File: src/rtl/hazard_stall_unit.sv
// Pipeline hazard controller: load-use stalls, taken-branch flushes and data-memory freezes,
// plus saturating stall/flush performance counters.
module hazard_stall_unit #(
    parameter int REG_W          = 5,
    parameter int LOAD_USE_STALL = 1,   // legal range 1..7 (fits the 3-bit remaining counter)
    parameter int CNT_W          = 16
) (
    input  logic             clk,
    input  logic             reset,
    input  logic [REG_W-1:0] id_rs1,
    input  logic [REG_W-1:0] id_rs2,
    input  logic             id_uses_rs1,
    input  logic             id_uses_rs2,
    input  logic             ex_memread,
    input  logic [REG_W-1:0] ex_rd,
    input  logic             ex_branch_taken,
    input  logic             dmem_busy,
    output logic             pcwrite,
    output logic             if_id_write,
    output logic             if_id_flush,
    output logic             id_ex_flush,
    output logic [CNT_W-1:0] stall_cycles,
    output logic [CNT_W-1:0] flush_count
);

    typedef enum logic {
        ST_RUN,
        ST_LU_STALL
    } state_e;

    localparam logic [2:0]       STALL_EXTRA = 3'(LOAD_USE_STALL - 1);
    localparam logic [CNT_W-1:0] CNT_MAX     = '1;

    state_e           state_q, state_d;
    logic [2:0]       remaining_q, remaining_d;
    logic [CNT_W-1:0] stall_cnt_q, stall_cnt_d;
    logic [CNT_W-1:0] flush_cnt_q, flush_cnt_d;
    logic             rs1_match, rs2_match, lu_hit, branch_fire;

    // x0 is hard-wired zero, so a load targeting it can never create a dependency.
    assign rs1_match   = id_uses_rs1 && (id_rs1 == ex_rd);
    assign rs2_match   = id_uses_rs2 && (id_rs2 == ex_rd);
    assign lu_hit      = ex_memread && (ex_rd != '0) && (rs1_match || rs2_match);
    assign branch_fire = !reset && !dmem_busy && ex_branch_taken;

    always_comb begin
        state_d     = state_q;
        remaining_d = remaining_q;
        pcwrite     = 1'b1;
        if_id_write = 1'b1;
        if_id_flush = 1'b0;
        id_ex_flush = 1'b0;
        if (reset) begin
            pcwrite     = 1'b0;
            if_id_write = 1'b0;
            if_id_flush = 1'b1;
            id_ex_flush = 1'b1;
            state_d     = ST_RUN;
            remaining_d = '0;
        end else if (dmem_busy) begin
            // Freeze everything; a coincident branch waits until memory is ready.
            pcwrite     = 1'b0;
            if_id_write = 1'b0;
        end else if (ex_branch_taken) begin
            if_id_flush = 1'b1;
            id_ex_flush = 1'b1;
            state_d     = ST_RUN;
            remaining_d = '0;
        end else if (state_q == ST_LU_STALL) begin
            pcwrite     = 1'b0;
            if_id_write = 1'b0;
            id_ex_flush = 1'b1;
            if (remaining_q <= 3'd1) begin
                state_d     = ST_RUN;
                remaining_d = '0;
            end else begin
                remaining_d = remaining_q - 3'd1;
            end
        end else if (lu_hit) begin
            pcwrite     = 1'b0;
            if_id_write = 1'b0;
            id_ex_flush = 1'b1;
            if (LOAD_USE_STALL > 1) begin
                state_d     = ST_LU_STALL;
                remaining_d = STALL_EXTRA;
            end
        end
    end

    always_comb begin
        stall_cnt_d = stall_cnt_q;
        flush_cnt_d = flush_cnt_q;
        if (!reset && !pcwrite && (stall_cnt_q != CNT_MAX)) begin
            stall_cnt_d = stall_cnt_q + 1'b1;
        end
        if (branch_fire && (flush_cnt_q != CNT_MAX)) begin
            flush_cnt_d = flush_cnt_q + 1'b1;
        end
    end

    always_ff @(posedge clk) begin
        if (reset) begin
            state_q     <= ST_RUN;
            remaining_q <= '0;
            stall_cnt_q <= '0;
            flush_cnt_q <= '0;
        end else begin
            state_q     <= state_d;
            remaining_q <= remaining_d;
            stall_cnt_q <= stall_cnt_d;
            flush_cnt_q <= flush_cnt_d;
        end
    end

    assign stall_cycles = stall_cnt_q;
    assign flush_count  = flush_cnt_q;

endmodule

File: config.mk
export PLATFORM = sky130hd
export DESIGN_NAME = hazard_stall_unit
export DESIGN_NICKNAME = d
export VERILOG_FILES = /design/src/rtl/hazard_stall_unit.sv
export SDC_FILE = /design/constraint.sdc
export NUM_CORES = 1
export LEC_CHECK = 0
export ABC_AREA = 1
export BUFFER_PORTS_ARGS = -buffer_cell sky130_fd_sc_hd__buf_4
export CORE_MARGIN = 5
export CORE_UTILIZATION = 55
export CTS_BUF_LIST = sky130_fd_sc_hd__clkbuf_8
export CTS_CLUSTER_SIZE = 14
export DETAILED_ROUTE_END_ITERATION = 10
export PLACE_DENSITY = 0.86
export SLEW_MARGIN = 20
export SYNTH_ARGS = -nofsm -noshare
export SYNTH_HDL_FRONTEND = slang
export SYNTH_SLANG_ARGS = --single-unit
File: constraint.sdc
create_clock -name clk -period 1.9 [get_ports clk]
set_clock_uncertainty 0.1 [all_clocks]
set_input_delay 0.38 -clock clk [delete_from_list [all_inputs] [get_ports clk]]
set_output_delay 0.38 -clock clk [all_outputs]
set_load 0.01 [all_outputs]
### Word-level counts from Yosys, hierarchy flattened

Index checks and enable logic that the tools add are counted.
W data, S select, Z words.

* bits in registers: 36
* bits of input ports: 22
* output and inout port bits: 36
* word-level logic and storage cells: 48

* multiplexer cells: 19
* reductions and logical operators: 16
* equality and inequality tests: 4
* bitwise operators: 1
* magnitude comparators: 1
* add/sub/neg operators: 3

Operators with widths (number)
* $add A16 B1 Y16 const B: 2
* $ne A16 B16 Y1 const B: 2
* $mux W1: 16
* $eq A5 B5 Y1: 2
* $logic_and A1 B1 Y1: 9
* $mux W3: 3
* $reduce_bool A5 Y1: 1
* $le A3 B1 Y1 const B: 1
* $logic_not A1 Y1: 3
* $sub A3 B1 Y3 const B: 1
* $reduce_and A2 Y1: 1
* $reduce_bool A2 Y1: 1
* $logic_or A1 B1 Y1: 1
* $not A1 Y1: 1

### Logic depth before layout (Yosys ltp)

Gate-level depths: netlist of the first run.

* word-level depth: 12
* gate-level depth with buffers: 12
* mapped depth without buffers: 12

### Least setup slack after synthesis of the first run

OpenSTA, ideal clock, no wires.

* kind: input port to output port
* from: input ex_rd[2]
* to: output pcwrite
* stages: 9
* required time: 1.420 ns
* slack: -0.130 ns
* path buffers: 2
* data arrival time: 1.550 ns
* path through: inv_1 nand4_1 o21ai_0 inv_1 nand2_1 nand2_2 buf_2 a21oi_1 buf_4

* word-level cells in the longest chain between the ends: 9
* elaborated cells between the ends (all ways): 13
* classes of those cells: eq/ne (2); mux (5); reduce/logical (6)

RTL lines
* start, declared: line 15 `input logic [REG_W-1:0] ex_rd,`
* $eq A5 B5 Y1 (on tied branches): line 41, 42
* $logic_and A1 B1 Y1 (on tied branches): line 41, 42
* $logic_or A1 B1 Y1: line 43 `assign lu_hit = ex_memread && (ex_rd != '0) && (rs1_match || rs2_match);`
* $logic_and A1 B1 Y1 (*): line 43
* $mux W1 (*) (5 in series)
* end, declared: line 18 `output logic pcwrite,`

Mark *: on every way between the ends. The rest lies on a longest branch, timed or not.

### Worst setup path in the final report of the first run

* from: input ex_rd[2]
* to: output if_id_write

* word-level cells in the longest chain between the ends: 9
* elaborated cells between the ends (all ways): 13
* classes of those cells: eq/ne (2); mux (5); reduce/logical (6)

RTL lines
* $eq A5 B5 Y1 (on tied branches): line 41, 42
* $logic_and A1 B1 Y1 (on tied branches): line 41, 42
* $logic_or A1 B1 Y1: line 43
* $logic_and A1 B1 Y1 (*): line 43
* $mux W1 (*): line 79 `end else if (lu_hit) begin`
* $mux W1 (*): line 69 `end else if (state_q == ST_LU_STALL) begin`
* $mux W1 (*): line 64 `end else if (ex_branch_taken) begin`
* $mux W1 (*): line 60 `end else if (dmem_busy) begin`
* $mux W1 (*): line 53 `if (reset) begin`
* end, declared: line 19 `output logic if_id_write,`

Marked as above.

==> flow_metrics.tcl, run 1 <==
set metrics [dict create \
    status "complete, no violations" \
    preCtsSetupSlack_ns -0.0003325 \
    grt_overflow 0 \
    drt_wl_total_um 6064 \
    arrival_ns 1.34 \
    hold_viol_final 0 \
    min_path_cells 4 \
    critPathLaunchType "input pin" \
    drive_above_1_share_pct 27.42 \
    power.leakage_uw 0.001326 \
    clock_sink_count 36 \
    wl_per_cell_um 12.82 \
    grt_max_degree 17 \
    setup_ws_ns 0.07775 \
    synth-seq-area-share_pct 31.08 \
    crit_path_end_kind "output port" \
    tightestPinTransition_ns 0.2950 \
    hpwl_um 4549 \
    vdd_drop_max_mv 0.3206 \
    gp_congestion 0.9044 \
    synthTopCellsByArea "dfxtp_1 31%, nand2_1 14%, inv_1 8.1%" \
    netlist_area_um2 2318 \
    syn2layout_area_growth_pct 29.20 \
    antenna_found_initial 0 \
    grt.total_usage_pct 21.96 \
    min_path_type "in -> reg" \
    final_max_slew_viol_count 0 \
    clock_path_buffers 2 \
    layout_min_cycle_time_ns 1.822 \
    setup_viol 0 \
    coreArea_um2 4058 \
    die_area_um2 5614 \
    ys_ff_latch 36 \
    rows 23 \
    start_util_pct 57.14 \
    ys_types 30 \
    endpoint "if_id_write" \
    max_freq_mhz 548.8 \
    fill_cells 346 \
    grt_pass1_vias 2333 \
    r2r_cells 7 \
    via_per_inst 5.419 \
    die_h_um 74.93 \
    cts_root_buffer "clkbuf_8" \
    synth_warnings 0 \
    fin_area_um2 2995 \
    syn_avg_cell_area_um2 6.568 \
    reg2reg_to "stall_cycles[10]" \
    syn_nets 379 \
    post-route-util_pct 73.82 \
    drc 0 \
    cp-startpoint "ex_rd[2]" \
    h-tree-depth 2 \
    syn_inst 353 \
    clock_latency_ns 0.30 \
    rsz0062_at_grt "true" \
    grt_first_pass_wirelength_um 9735 \
    ant_nets 0 \
    cp.required_ns 1.42 \
    synth_largest_area_cell "dfxtp_1" \
    io_buffers 57 \
    ff2ff_setup_slack_ns 0.17 \
    dpl-instance-area_um2 2863 \
    vias 2563 \
    yosys.area.top_type_share_pct 31.08 \
    dr.first_iter.drc_count 173 \
    finalNetCount 448 \
    cts_buffers 5 \
    cts_setup_buffers 0 \
    pwr_density_cell_nw_per_um2 522.9 \
    dr.pass1.iters 4 \
    cap_violations 0 \
    min_period_over_period_pct 95.91 \
    die_x_um 74.93 \
    pin_count 58 \
    antenna_cells 0 \
    cts_tree "built" \
    cp_max_fo 4 \
    clk_pin_slew_worst_paths_ns 0.07 \
    rr_startpoint "stall_cycles[0]" \
    maxSlewHeadroom_pct 80.31 \
    path_class "in -> out" \
]
layout by cell type, fill, tap and decap left out, types with 2 or more instances in the layout:
cell type  Yosys  final
nand2_1       87     86
buf_4          1     69
inv_1         50     46
nor2_1        40     39
dfxtp_1       36     34
nand4_1       21     21
a21oi_1       17     16
nand3_1       14     14
nand2_2       11     12
nor3_1        12     11
o21ai_0       13     11
xor2_1        11     11
a21oi_2        9      9
clkbuf_8       0      6
inv_4          0      3
a211oi_1       3      3
xnor2_1        3      3
ha_1           4      3
o21ai_1        0      2
o21a_1         2      2
nor2_2         1      2
clkinv_2       0      2
dfxtp_2        0      2
buf_6          0      2
area by class of cell:
class / count / area, um^2 / share of cell area (%)
sequential: 36 / 723.2 / 24.14
clock buffer: 6 / 82.58 / 2.757
inverter: 51 / 198.9 / 6.642
tap: 50 / 62.56 / 2.089
timing repair buffer: 71 / 540.5 / 18.05
clock inverter: 2 / 10.01 / 0.3342
multi-input combinational: 257 / 1378 / 45.99
metal layers:
layer	share of wire (%)	global-route usage, %	up-vias	wire length [um]
met1	42	26.90	1172	2570
met5	0	0	-	0
met2	48	37.23	91	2930
met4	2.4	9.684	0	146
li1	-	-	1280	-
met3	6.9	4.272	20	417
registers in the layout, summed over array words and instances (netlist names):
register,flops
flush_count,16
stall_cycles,16
remaining_q,3
state_q,1
metrics by stage:
step / setup TNS, ns / hold slack (ns) / total power [uW] / cells
after global placement: 0 / 0.3439 / 983.7 / 464
after global routing: -0.01576 / 0.3111 / 1635 / 473
final: 0 / 0.2972 / 1566 / 473
after CTS: 0 / 0.2919 / 1563 / 472
after floorplan: 0 / 0.3317 / 904.6 / 353
after detailed placement: -0.0003325 / 0.3503 / 989.6 / 464
synthesized netlist by cell type:
cell	instances
a211oi_1	3
a21oi_1	17
a21oi_2	9
a221oi_1	1
a31oi_1	1
buf_12	1
buf_2	4
buf_4	1
clkbuf_1	4
clkinv_1	1
dfxtp_1	36
ha_1	4
inv_1	50
nand2_1	87
nand2_2	11
nand3_1	14
nand3_4	1
nand4_1	21
nand4_4	1
nor2_1	40
nor2_2	1
nor3_1	12
nor3_4	1
nor3b_1	1
o21a_1	2
o21ai_0	13
o21bai_1	1
or2_2	1
xnor2_1	3
xor2_1	11
kinds of logic after synthesis:
group | share of synthesized area [%]
simple gates | 38.05
buf+inv | 10.96
compound gates | 12.47
flops | 31.08
xor+xnor | 5.289
fa+ha+maj | 2.159
worst max-delay path, cell delays in order:
cell and delay, ns:
buf_4 0.12, inv_2 0.06, nand2_1 0.05, nand2_1 0.06
nor2_1 0.04, nand3_1 0.07, nand2_1 0.07, nand2_2 0.09
nand2_2 0.07, a21oi_4 0.20, buf_6 0.13
where the power goes:
| part | total (uW) | leakage, uW | switching, uW | internal [uW] |
|---|---|---|---|---|
| Combinational | 214 | 0.000983 | 120 | 94.6 |
| Clock | 581 | 0.0000510 | 292 | 290 |
| Sequential | 771 | 0.000291 | 7.54 | 763 |
| Total | 1570 | 0.00133 | 419 | 1150 |
how the worst min path moves through the flow:
stage	start	end
floorplan	state_q	state_q
global placement	state_q	state_q
detailed placement	state_q	state_q
CTS	reset	state_q
global route	dmem_busy	state_q
finish	reset	state_q
repair_timing:
action | in CTS | in global routing
endpoints found under the setup margin | 0 | 12
gates resized for setup | 0 | 17
hold buffers | 0 | 0
Note: power is estimated with default switching activity, not from simulation.
==> run 2, diff against run 1 <==
TNS_END_PERCENT = 10   (was default)
clock period = 1.8 ns   (was 1.9 ns; I/O delays follow)
==> flow_metrics.tcl, run 2 (synthesis results as in run 1) <==
set metrics [dict create \
    crit_path_end_kind "output port" \
    power.leakage_uw 0.001389 \
    setup_ws_ns -0.02932 \
    p_total_uw 1592 \
    clock_latency_ns 0.28 \
    antenna_cells 0 \
    hold-worst-slack_ns 0.2853 \
    cts_hold_buffers 0 \
    clk_pin_slew_worst_paths_ns 0.06 \
    grt_first_pass_wirelength_um 10160 \
    antenna_found_initial 0 \
    die_h_um 74.93 \
    dpl-instance-area_um2 2950 \
    multiInputGateArea_um2 1453 \
    hpwl_um 4641 \
    violations "negative setup slack" \
    cts_tree "built" \
    pin_count 58 \
    rows 23 \
    die_area_um2 5614 \
    h-tree-depth 2 \
    regArea_um2 721.9 \
    final_cell_mix "75 x nand2_1, 71 x buf_4, 41 x inv_1" \
    tightestPinTransition_ns 0.3246 \
    drive_above_1_share_pct 33.41 \
    min_period_over_period_pct 101.6 \
    vias 2591 \
    dr.first_iter.drc_count 183 \
    via_per_inst 5.387 \
    final_max_slew_viol_count 0 \
    grt_overflow 0 \
    fill_cells 289 \
    vdd_drop_max_mv 0.2788 \
    cts_buffers 5 \
    maxSlewHeadroom_pct 78.28 \
    cp_max_fo 2 \
    drc 0 \
    setup_viol 1 \
    cp.required_ns 1.34 \
    ant_nets 0 \
    status "complete, but fails checks" \
    max_freq_mhz 546.7 \
    die_x_um 74.93 \
    rsz0062_at_grt "true" \
    layout_min_cycle_time_ns 1.829 \
    critPathLaunchType "input pin" \
    wl_per_cell_um 13.32 \
    coreArea_um2 4058 \
    cap_violations 0 \
    min_path_type "in -> reg" \
    start_util_pct 57.14 \
    gp_congestion 0.9127 \
    grt_max_degree 17 \
    clock_path_buffers 2 \
    cts_root_buffer "clkbuf_8" \
    io_buffers 57 \
    layout_commonest_cell "nand2_1" \
    ff2ff_setup_slack_ns 0.13 \
    syn2layout_area_growth_pct 37.18 \
    drt_wl_total_um 6405 \
    post-route-util_pct 78.38 \
    arrival_ns 1.37 \
    clock_sink_count 36 \
    grt.total_usage_pct 22.86 \
    hold_viol_final 0 \
    path_class "in -> out" \
    grt_pass1_vias 2476 \
    dr.pass1.iters 4 \
    pwr_density_cell_nw_per_um2 500.5 \
    preCtsSetupSlack_ns -0.09696 \
    finalNetCount 459 \
    fin_area_um2 3181 \
]
[run 2: worst paths after layout]
kind | from | end | cells after the start
max | id_rs2[3] | id_ex_flush | 11
min | dmem_busy | state_q | 3
max reg2reg | stall_cycles[0] | stall_cycles[12] | 9
min reg2reg | state_q | state_q | 2
[run 2: worst max-delay path, cell delays in order]
cell      delay, ns
buf_4          0.10
inv_2          0.04
nand2_2        0.07
nand2_2        0.06
nor2_4         0.11
nand3_2        0.08
nand2_2        0.09
nand2_4        0.06
buf_6          0.11
o21bai_1       0.13
buf_4          0.14
[run 2: cell type report]
class / count / area share, %
repair buffers: 82 / 21.16
flip-flops and latches: 36 / 22.70
inverters: 51 / 6.334
multi-input cells: 257 / 45.67
well taps: 50 / 1.967
clock buffers: 5 / 2.164
[run 2: metrics by stage]
step | TNS, ns | instances
2_1_floorplan | 0 | 353
6_report | -0.02932 | 481
5_1_grt | -0.2320 | 481
3_3_place_gp | -0.3797 | 473
4_1_cts | -0.001339 | 479
3_5_place_dp | -1.169 | 473
[run 2: power breakdown]
part           leakage (uW)  total, uW  internal (uW)  switching, uW
Clock             0.0000359        513            249            264
Sequential         0.000291        814            806           8.02
Combinational       0.00106        265            121            144
Total               0.00139       1590           1180            416
[run 2: layer usage]
layer  vias to the layer above  global-route usage (%)  routed length [um]  part of all wire (%)
met1                      1192                   26.20                2634                    41
li1                       1296                       -                   -                     -
met2                        90                   41.49                3247                    51
met3                        13                   4.272                 418                   6.5
met4                         0                   9.091                 105                   1.6
met5                         -                       0                   0                     0
[run 2: what timing repair did]
item,4_1_cts,5_1_grt
pin swaps,3,23
cloned,1,0
setup endpoints to repair,6,24
resized for setup,2,48
setup buffers,0,2
==> run 3, diff against run 2 <==
BUFFER_PORTS_ARGS = -buffer_cell sky130_fd_sc_hd__clkbuf_2   (was -buffer_cell sky130_fd_sc_hd__buf_4)
GPL_TIMING_DRIVEN = 0   (was default)
MAX_ROUTING_LAYER = met4   (was default)
==> flow_metrics.tcl, run 3 (synthesis results as in run 1) <==
set metrics [dict create \
    cts_buffers 5 \
    pin_count 58 \
    hold_viol_final 0 \
    die_x_um 74.93 \
    finalNetCount 445 \
    critical-path-slowest-cell "a21oi_4" \
    min_path_type "in -> reg" \
    ff2ff_setup_slack_ns 0.03 \
    rsz0062_at_grt "true" \
    cap_violations 0 \
    cts_tree "built" \
    die_area_um2 5614 \
    rows 23 \
    dpl-instance-area_um2 2690 \
    cp_max_fo 4 \
    drt_wl_total_um 5802 \
    grt_max_degree 12 \
    maxSlewHeadroom_pct 64.73 \
    syn2layout_area_growth_pct 24.28 \
    setup_ws_ns -0.03534 \
    r2r_cells 7 \
    tightestPinTransition_ns 0.5290 \
    min_period_over_period_pct 102.0 \
    dr.pass1.iters 4 \
    gp_congestion 0.8965 \
    regArea_um2 732.0 \
    rr_startpoint "stall_cycles[0]" \
    io_buffers 56 \
    arrival_ns 1.38 \
    cp.required_ns 1.34 \
    layout_commonest_cell "nand2_1" \
    grt_pass1_vias 2321 \
    fin_area_um2 2882 \
    critPathLaunchType "input pin" \
    endpoint "pcwrite" \
    clock_sink_count 36 \
    dr.first_iter.drc_count 110 \
    grt_overflow 0 \
    max_stage_delay_ns 0.19 \
    clk_pin_slew_worst_paths_ns 0.07 \
    final_max_slew_viol_count 0 \
    antenna_found_initial 0 \
    grt.total_usage_pct 22.35 \
    coreArea_um2 4058 \
    crit_path_end_kind "output port" \
    crit_chain "clkbuf_2 -> inv_2 -> nand4_1 -> o21ai_1 -> inv_1 -> nand2_2 -> nand2_4 -> a21oi_4 -> buf_6 -> buf_6" \
    via_per_inst 5.326 \
    drc 0 \
    p_total_uw 1624 \
    path_class "in -> out" \
    layout_min_cycle_time_ns 1.835 \
    max_freq_mhz 544.9 \
    fill_cells 334 \
    violations "negative setup slack" \
    multiInputGateArea_um2 1408 \
    cp-startpoint "ex_rd[0]" \
    power.leakage_uw 0.001279 \
    h-tree-depth 2 \
    ant_nets 0 \
    grt_first_pass_wirelength_um 9618 \
    hpwl_um 4306 \
    wl_per_cell_um 12.34 \
    status "complete, but fails checks" \
    reg2reg_to "stall_cycles[6]" \
    drive_above_1_share_pct 28.57 \
    start_util_pct 57.14 \
    cts_root_buffer "clkbuf_8" \
    antenna_cells 0 \
    vias 2503 \
    pwr_density_cell_nw_per_um2 563.5 \
    die_h_um 74.93 \
    final_cell_mix "83 x nand2_1, 53 x clkbuf_2, 46 x inv_1" \
    setup_viol 1 \
    vdd_drop_max_mv 0.3238 \
    clock_latency_ns 0.29 \
    path_common_cell "buf_6" \
    clock_path_buffers 2 \
]
==> run 3: cell count changes in the layout (fill, tap and decap cells not counted), sizes merged <==
cell and delta:
buf -70, clkbuf +58, clkinvlp +1, inv +1, nand3 -1
==> run 3: critical path: cells and delay by family <==
family,cells,cell delay [ns]
compound gates,2,0.32
buf+inv,5,0.45
simple gates,3,0.25
==> run 3: area by class of cell <==
type | instances | share of cell area, %
Buffer | 9 | 2.388
Timing Repair Buffer | 60 | 11.29
Inverter | 51 | 6.644
Sequential cell | 36 | 25.40
Clock buffer | 6 | 2.866
Multi-Input combinational cell | 256 | 48.85
Tap cell | 50 | 2.171
Clock inverter | 2 | 0.3908
==> run 3: how the worst min path moves through the flow <==
stage | depth (start not counted) | endpoint | from
6_report | 3 | state_q | dmem_busy
3_3_place_gp | 2 | state_q | state_q
2_1_floorplan | 2 | state_q | state_q
3_5_place_dp | 2 | state_q | state_q
4_1_cts | 3 | state_q | dmem_busy
5_1_grt | 3 | state_q | dmem_busy
==> run 3: per-stage QoR <==
stage | worst slack (ns) | cells | setup TNS (ns) | util [%] | hold WS [ns]
2_1_floorplan | 0.001436 | 353 | 0 | - | 0.3317
3_3_place_gp | -0.2727 | 459 | -0.9414 | 66.30 | 0.3436
3_5_place_dp | -0.2868 | 459 | -1.496 | 66.30 | 0.3511
4_1_cts | -0.09350 | 470 | -0.2219 | 69.97 | 0.2528
5_1_grt | -0.1266 | 470 | -1.077 | 71.01 | 0.2720
6_report | -0.03534 | 470 | -0.03534 | 71.01 | 0.2630
==> run 3: what timing repair did <==
action	4_1_cts	5_1_grt
gates resized for setup	12	23
hold buffers	0	0
setup endpoints to repair	14	27
pin swaps	7	11
buffers inserted	3	1
==> run 3: power by group <==
group / total (uW) / internal [uW] / switching (uW)
logic: 210 / 84.0 / 126
clock network: 601 / 305 / 295
registers: 813 / 804 / 9.31
total: 1620 / 1190 / 430
==> run 3: routing by layer <==
layer  vias to the layer above  global-route usage [%]  routed length, um
li1                       1276                       -                  -
met1                      1124                   24.84               2408
met2                        91                   37.91               2957
met3                        12                   5.340                351
met4                         0                   9.684                 85
met5                         -                       -                  0
